===== config.mk =====
export PLATFORM = sky130hd
export DESIGN_NAME = serial_adder
export DESIGN_NICKNAME = d
export VERILOG_FILES = /design/src/rtl/serial_adder_pkg.sv /design/src/rtl/fa.sv /design/src/rtl/serial_adder.sv
export SDC_FILE = /design/constraint.sdc
export NUM_CORES = 1
export LEC_CHECK = 0
export ABC_AREA = 1
export BUFFER_PORTS_ARGS = -buffer_cell sky130_fd_sc_hd__buf_4
export CORE_UTILIZATION = 55
export CTS_CLUSTER_DIAMETER = 120
export DETAILED_ROUTE_END_ITERATION = 12
export PLACE_DENSITY = 0.8
export SYNTH_ARGS = -nofsm -noshare
export SYNTH_HDL_FRONTEND = slang
export SYNTH_SLANG_ARGS = --single-unit

===== constraint.sdc =====
create_clock -name clk -period 3.4 [get_ports clk]
set_input_delay 0.68 -clock clk [delete_from_list [all_inputs] [get_ports clk]]
set_output_delay 0.68 -clock clk [all_outputs]
set_load 0.01 [all_outputs]

===== src/rtl/serial_adder_pkg.sv =====
// -----------------------------------------------------------------------------
// serial_adder_pkg
//   Shared constants for the bit-serial adder:
//     - FSM state encodings (two-bit, legacy-compatible localparams)
//     - legal range of the WIDTH parameter
// -----------------------------------------------------------------------------
package serial_adder_pkg;

    localparam logic [1:0] ST_IDLE = 2'd0;
    localparam logic [1:0] ST_RUN  = 2'd1;
    localparam logic [1:0] ST_DONE = 2'd2;

    localparam int WIDTH_MIN = 1;
    localparam int WIDTH_MAX = 32;

endpackage : serial_adder_pkg


===== src/rtl/fa.sv =====
// -----------------------------------------------------------------------------
// fa
//   Single-bit full adder used as the bit datapath of serial_adder.
//   Ports:
//     A, B  : operand bits
//     Cin   : carry in
//     Sum   : A ^ B ^ Cin
//     Cout  : majority(A, B, Cin)
// -----------------------------------------------------------------------------
module fa (
    input  logic A,
    input  logic B,
    input  logic Cin,
    output logic Sum,
    output logic Cout
);

    assign Sum  = A ^ B ^ Cin;
    assign Cout = (A & B) | (Cin & (A ^ B));

endmodule : fa


===== src/rtl/serial_adder.sv =====
// -----------------------------------------------------------------------------
// serial_adder
//   Bit-serial WIDTH-bit adder, LSB first, built around one full adder with a
//   registered carry. One addition takes WIDTH+2 clocks including both
//   handshakes.
//
//   Optional feature (macro SERIAL_ADDER_OVF_EN): adds output Ovf, the signed
//   two's-complement overflow, registered alongside Cout.
//
//   Ports:
//     clk        : clock, rising edge
//     rst_n      : asynchronous active-low reset
//     in_valid   : A, B, Cin valid
//     in_ready   : block accepts operands (IDLE only)
//     A, B       : WIDTH-bit operands
//     Cin        : carry into the LSB
//     out_valid  : Sum/Cout (and Ovf) valid (DONE only)
//     out_ready  : consumer takes the result
//     Sum        : registered (A + B + Cin) mod 2^WIDTH
//     Cout       : registered carry out of the MSB
//     Ovf        : (SERIAL_ADDER_OVF_EN only) signed overflow
//
//   Handshake: a transfer happens on a rising edge where valid and ready are
//   both high. in_ready depends only on state, never on in_valid; out_valid
//   stays high with Sum/Cout frozen until out_ready is seen high at an edge.
// -----------------------------------------------------------------------------
module serial_adder
    import serial_adder_pkg::*;
#(
    parameter int WIDTH = 8,
    parameter int CNT_W = $clog2(WIDTH) + 1
) (
    input  logic             clk,
    input  logic             rst_n,
    input  logic             in_valid,
    output logic             in_ready,
    input  logic [WIDTH-1:0] A,
    input  logic [WIDTH-1:0] B,
    input  logic             Cin,
    output logic             out_valid,
    input  logic             out_ready,
    output logic [WIDTH-1:0] Sum,
    output logic             Cout
`ifdef SERIAL_ADDER_OVF_EN
    ,
    output logic             Ovf
`endif
);

    if (WIDTH < WIDTH_MIN || WIDTH > WIDTH_MAX) begin : g_width_check
        $error("serial_adder: WIDTH out of range");
    end

    logic [1:0]       state;
    logic [WIDTH-1:0] a_sh;
    logic [WIDTH-1:0] b_sh;
    logic [WIDTH-1:0] sum_sh;
    logic             cy;
    logic [CNT_W-1:0] count;

    logic             fa_sum;
    logic             fa_cout;
    logic             last_bit;
    logic [WIDTH:0]   sum_cat;
    logic [WIDTH-1:0] sum_next;

    fa u_fa (
        .A    (a_sh[0]),
        .B    (b_sh[0]),
        .Cin  (cy),
        .Sum  (fa_sum),
        .Cout (fa_cout)
    );

    // Right shift with the new bit entering at the MSB. Built from a WIDTH+1
    // concatenation so WIDTH=1 needs no special case.
    assign sum_cat  = {fa_sum, sum_sh};
    assign sum_next = sum_cat[WIDTH:1];
    assign last_bit = (count == CNT_W'(WIDTH - 1));

    assign in_ready  = (state == ST_IDLE);
    assign out_valid = (state == ST_DONE);

    always_ff @(posedge clk or negedge rst_n) begin
        if (!rst_n) begin
            state  <= ST_IDLE;
            a_sh   <= '0;
            b_sh   <= '0;
            sum_sh <= '0;
            cy     <= 1'b0;
            count  <= '0;
            Sum    <= '0;
            Cout   <= 1'b0;
`ifdef SERIAL_ADDER_OVF_EN
            Ovf    <= 1'b0;
`endif
        end else begin
            case (state)
                ST_IDLE: begin
                    if (in_valid) begin
                        a_sh  <= A;
                        b_sh  <= B;
                        cy    <= Cin;
                        count <= '0;
                        state <= ST_RUN;
                    end
                end
                ST_RUN: begin
                    a_sh   <= a_sh >> 1;
                    b_sh   <= b_sh >> 1;
                    sum_sh <= sum_next;
                    cy     <= fa_cout;
                    count  <= count + CNT_W'(1);
                    if (last_bit) begin
                        Sum   <= sum_next;
                        Cout  <= fa_cout;
`ifdef SERIAL_ADDER_OVF_EN
                        // cy holds the carry into the MSB on the last bit.
                        Ovf   <= cy ^ fa_cout;
`endif
                        state <= ST_DONE;
                    end
                end
                ST_DONE: begin
                    if (out_ready) begin
                        state <= ST_IDLE;
                    end
                end
                default: state <= ST_IDLE;
            endcase
        end
    end

endmodule : serial_adder

==> results.md <==
- The flow ran to the end, but the final reports show violations.
- The final reports fail on DRC.
- STA classifies the critical path startpoint as a flip-flop.
- After detailed routing, the number of vias per cell comes to approximately 5.6.
- The commonest non-fill, non-tap cell in the layout is nand2_1.
- The slowest stage cell on the critical path is dfrtp_1.
- The worst ir drop on vdd is around 530 uV.
- The total routing resource utilization after global routing is roughly 22%.
- The number of vias in the routed layout is between 1000 and 1500.
- The cell that appears most often on the critical path is buf_4.
- Summing the areas of all xor and xnor instances in the mapped netlist gives less than 1% of the synthesized area.
- The number of global-route vias before repair came to 1323.
- The number of buffers inserted by hold repair at cts is 0.
- Yosys mapped the design onto 17 distinct sky130hd cell types.
- The worst slew margin relative to its limit is 36.4%.
- STA puts the critical path data arrival time at 1.24 ns.
- The layout overhead on the synthesized area is 16.5%.
- The sort of element at the end of the critical path is an output port.
- The total power per unit cell area is between 800 and 900 nW/um^2.
- The number of I/O pins is 32.
- The average instance area after synthesis is around 8.8 um^2.
- The repair_antennas step left the layout with diodes totalling 0.
- Multiplexer cells account for 0% of the synthesized area.
- The fraction of the cycle the final worst path needs is between 50 and 60%.
- Setup violations remaining at the end of the flow were counted as 0.
- The number of nets in the layout is ~240.
- The vertical extent of the die is around 57 um.
- The final global-route overflow total is 0.
- The async set-reset flop share out of synthesis is 100%.
- The DRC violations left is 2.
- The maximum clock skew at final layout is between 0.009 and 0.01 ns.
- The wire length reported by the detailed router is between 3000 and 4000 um.
- When the netlist entered floorplanning its net count stood at approximately 220.
- The max-capacitance violation count is 0.
- The worst hold path belongs to the class in2async.
- The number of port buffers is 31.
- The met1 demand-to-capacity share in global routing is roughly a quarter.
- The HPWL after detailed placement is approximately 2200 um.
- The area of the die is about 3300 um^2.
- TritonCTS built the clock tree.
- The analysis attributes to net switching a power of slightly above 600 uW.
- STA puts the critical path data required time at between 2 and 3 ns.
- The clock root buffer is clkbuf_4.
- The actual slew at the worst max-slew pin is between 0.9 and 1 ns.
- The library cells used most frequently in the layout, excluding fill and tap cells, are nand2_1 (63), nand3_1 (54), dfrtp_1 (39).
- At the later pin of the worst-skew pair, clock insertion delay measures ~0.34 ns.
- The proportion of synthesized chip area in sequential cells is 57.6%.
- The sum of internal, switching and leakage power is roughly 1600 uW.
- The number of gates resized after CTS is 0.
- The part of the power in combinational logic is 36.5%.
- The type of the worst setup path is reg2out.
- In this run the post-CTS setup repair buffer count came out at 0.
- In this design, the stage delay of the slowest critical-path cell is approximately 0.43 ns.
- The buffer depth of the longest clock path is 2.
- The number of pins exceeding their max-slew limit in the final report came to 0.
- The highest clock frequency the design can meet is 0.520 GHz.
- In this run the most used layer during global routing was met2.
- The synthesized netlist devotes under 10% of its cell area to compound gates.
- The number of hold violations in the final report is 0.
- The number of H-tree levels is 2.
- The synthesized netlist devotes 1.92% of its cell area to adder and majority cells.
- The clock sink count is 39.
- Once the floorplan was initialized, standard cells occupied approximately 60% of the core.
- The global-route wire length before repair is around 5500 um.
- Once detail routing completed, the nets flagged for antenna violations numbered 0.
- The synthesized instance count is approximately 190.
- Ranked by total cell area, the synthesized netlist is headed by dfrtp_1 (58%), nand3_1 (16%), nand2_1 (14%).
- Global routing used under 10% of the available met3 tracks.
- Sequential cells account for between 40% and 50% of the total power.
- In this run, synthesis inferred 0 flip-flops with an integrated enable.
- At the end of routability-driven placement, the weighted congestion stood at between 0.7 and 0.8.
- The total CTS buffers is 5.
- The worst path in the final design needs a cycle of 1.92 ns, including I/O delays and setup.
- The synthesized design spends more area on one cell type than any other, namely dfrtp_1.
- The largest net degree at the start of global routing is 40.
- The fraction of synthesized cell area taken by the top area cell type is roughly 58%.
- Setup repair after global routing left no endpoint under its margin.
- The count of synthesis-stage warnings from yosys is 0.
- The share of cells above drive strength 1 is roughly a fifth.
- The width of the die is 57.5 um.
- By area, the combinational part of the netlist is dominated by simple AND/OR/NAND/NOR gates.
- The DRC violation total after the first TritonRoute iteration is 56.
- The fraction of power spent switching nets is between 30% and 40%.
- Of all nets on the critical path, the largest fanout is 16.
- The leakage power is 0.00103 uW.
- The initial antenna violation count is 0.
- The simple logic cell fraction of the synthesized area is about 32%.
- The routed wire length per instance is approximately 13 um.
- Global routing used a little under two fifths of the available met2 tracks.
- The first detailed-routing pass took 8 iterations.
- Walking the worst path, the cells encountered are nor2_1 > buf_4 > buf_4.
- Adding up every negative setup slack in the final design gives 0 ns.
- The cell area that synthesis handed to floorplanning was 1690 um^2.
- The commonest register cell after synthesis is dfrtp_1.
- After floorplanning, the core was divided into 19 placement rows.
- After clock tree synthesis, the clock-pin slew on the worst setup and hold paths is 0.12 ns.
- The synthesized design contains 39 register bits.
- The internal power contribution is 961 uW.
- After floorplanning, the core was sized to cover 2830 um^2.
- The share of total power in the clock network is approximately 14%.
[synthesized netlist by cell type, types with 4 or more instances]
library cell,number
dfrtp_1,39
nand3_1,54
nor2_1,4
nand2_1,63
o21ai_0,8
inv_1,6
buf_2,8
[registers in the layout, indices dropped and copies added, names as in the netlist]
register,cells
Cout,1
Sum,8
a_sh,8
b_sh,8
count,4
cy,1
state,2
sum_sh,7
[routing by layer]
| layer | vias to the layer above | share of wire [%] |
|---|---|---|
| li1 | 689 | - |
| met2 | 44 | 51 |
| met5 | - | 0 |
| met3 | 6 | 4.6 |
| met1 | 667 | 43 |
| met4 | 0 | 1.5 |
[final timing paths]
path,start,end,slack [ns],cells past startpoint
worst max-delay path,state[0],in_ready,1.48,3
worst min-delay path,rst_n,Sum[7],0.28,1
worst max register to register,state[1],Sum[5],1.53,5
worst min register to register,sum_sh[3],Sum[2],0.49,2
max in group asynchronous,rst_n,a_sh[0],2.78,1
min in group clk,sum_sh[3],Sum[2],0.49,2
[critical path, delay by kind of cell (launching register included)]
kind | cells | cell delay [ns]
simple gates | 1 | 0.12
flops | 1 | 0.43
buf+inv | 2 | 0.36
[through the flow]
stage / hold WS, ns / utilization, % / instances / setup slack [ns] / cell area, um^2
floorplan: 0.384 / - / 192 / 1.83 / 1690
global placement: 0.453 / 67.8 / 245 / 1.56 / 1920
detailed placement: 0.464 / 67.8 / 245 / 1.48 / 1920
CTS: 0.290 / 69.7 / 253 / 1.47 / 1970
global route: 0.305 / 69.7 / 253 / 1.33 / 1970
finish: 0.281 / 69.7 / 253 / 1.48 / 1970
[layout make-up]
class / count / area [um^2]
repair buffers: 32 / 240
fillers: 245 / 857
inverters: 6 / 22.5
multi-input cells: 137 / 642
clock buffers: 5 / 37.5
clock inverters: 3 / 15.0
flip-flops and latches: 39 / 976
well taps: 31 / 38.8
[cell families (layout without fill, tap and decap cells)]
| family | Yosys count | count (layout) |
|---|---|---|
| xor+xnor | 1 | 1 |
| buf+inv | 16 | 46 |
| flops | 39 | 39 |
| simple gates | 124 | 124 |
| compound gates | 10 | 10 |
| fa+ha+maj | 2 | 2 |
[power groups by stage]
stage | logic (uW) | clock network, uW | registers, uW
after CTS | 582 | 228 | 778
after floorplan | 397 | 0 | 778
final | 576 | 225 | 777
after detailed placement | 582 | 0 | 788
after global routing | 655 | 251 | 801
after global placement | 558 | 0 | 775
Power figures use the tool's default switching activity.
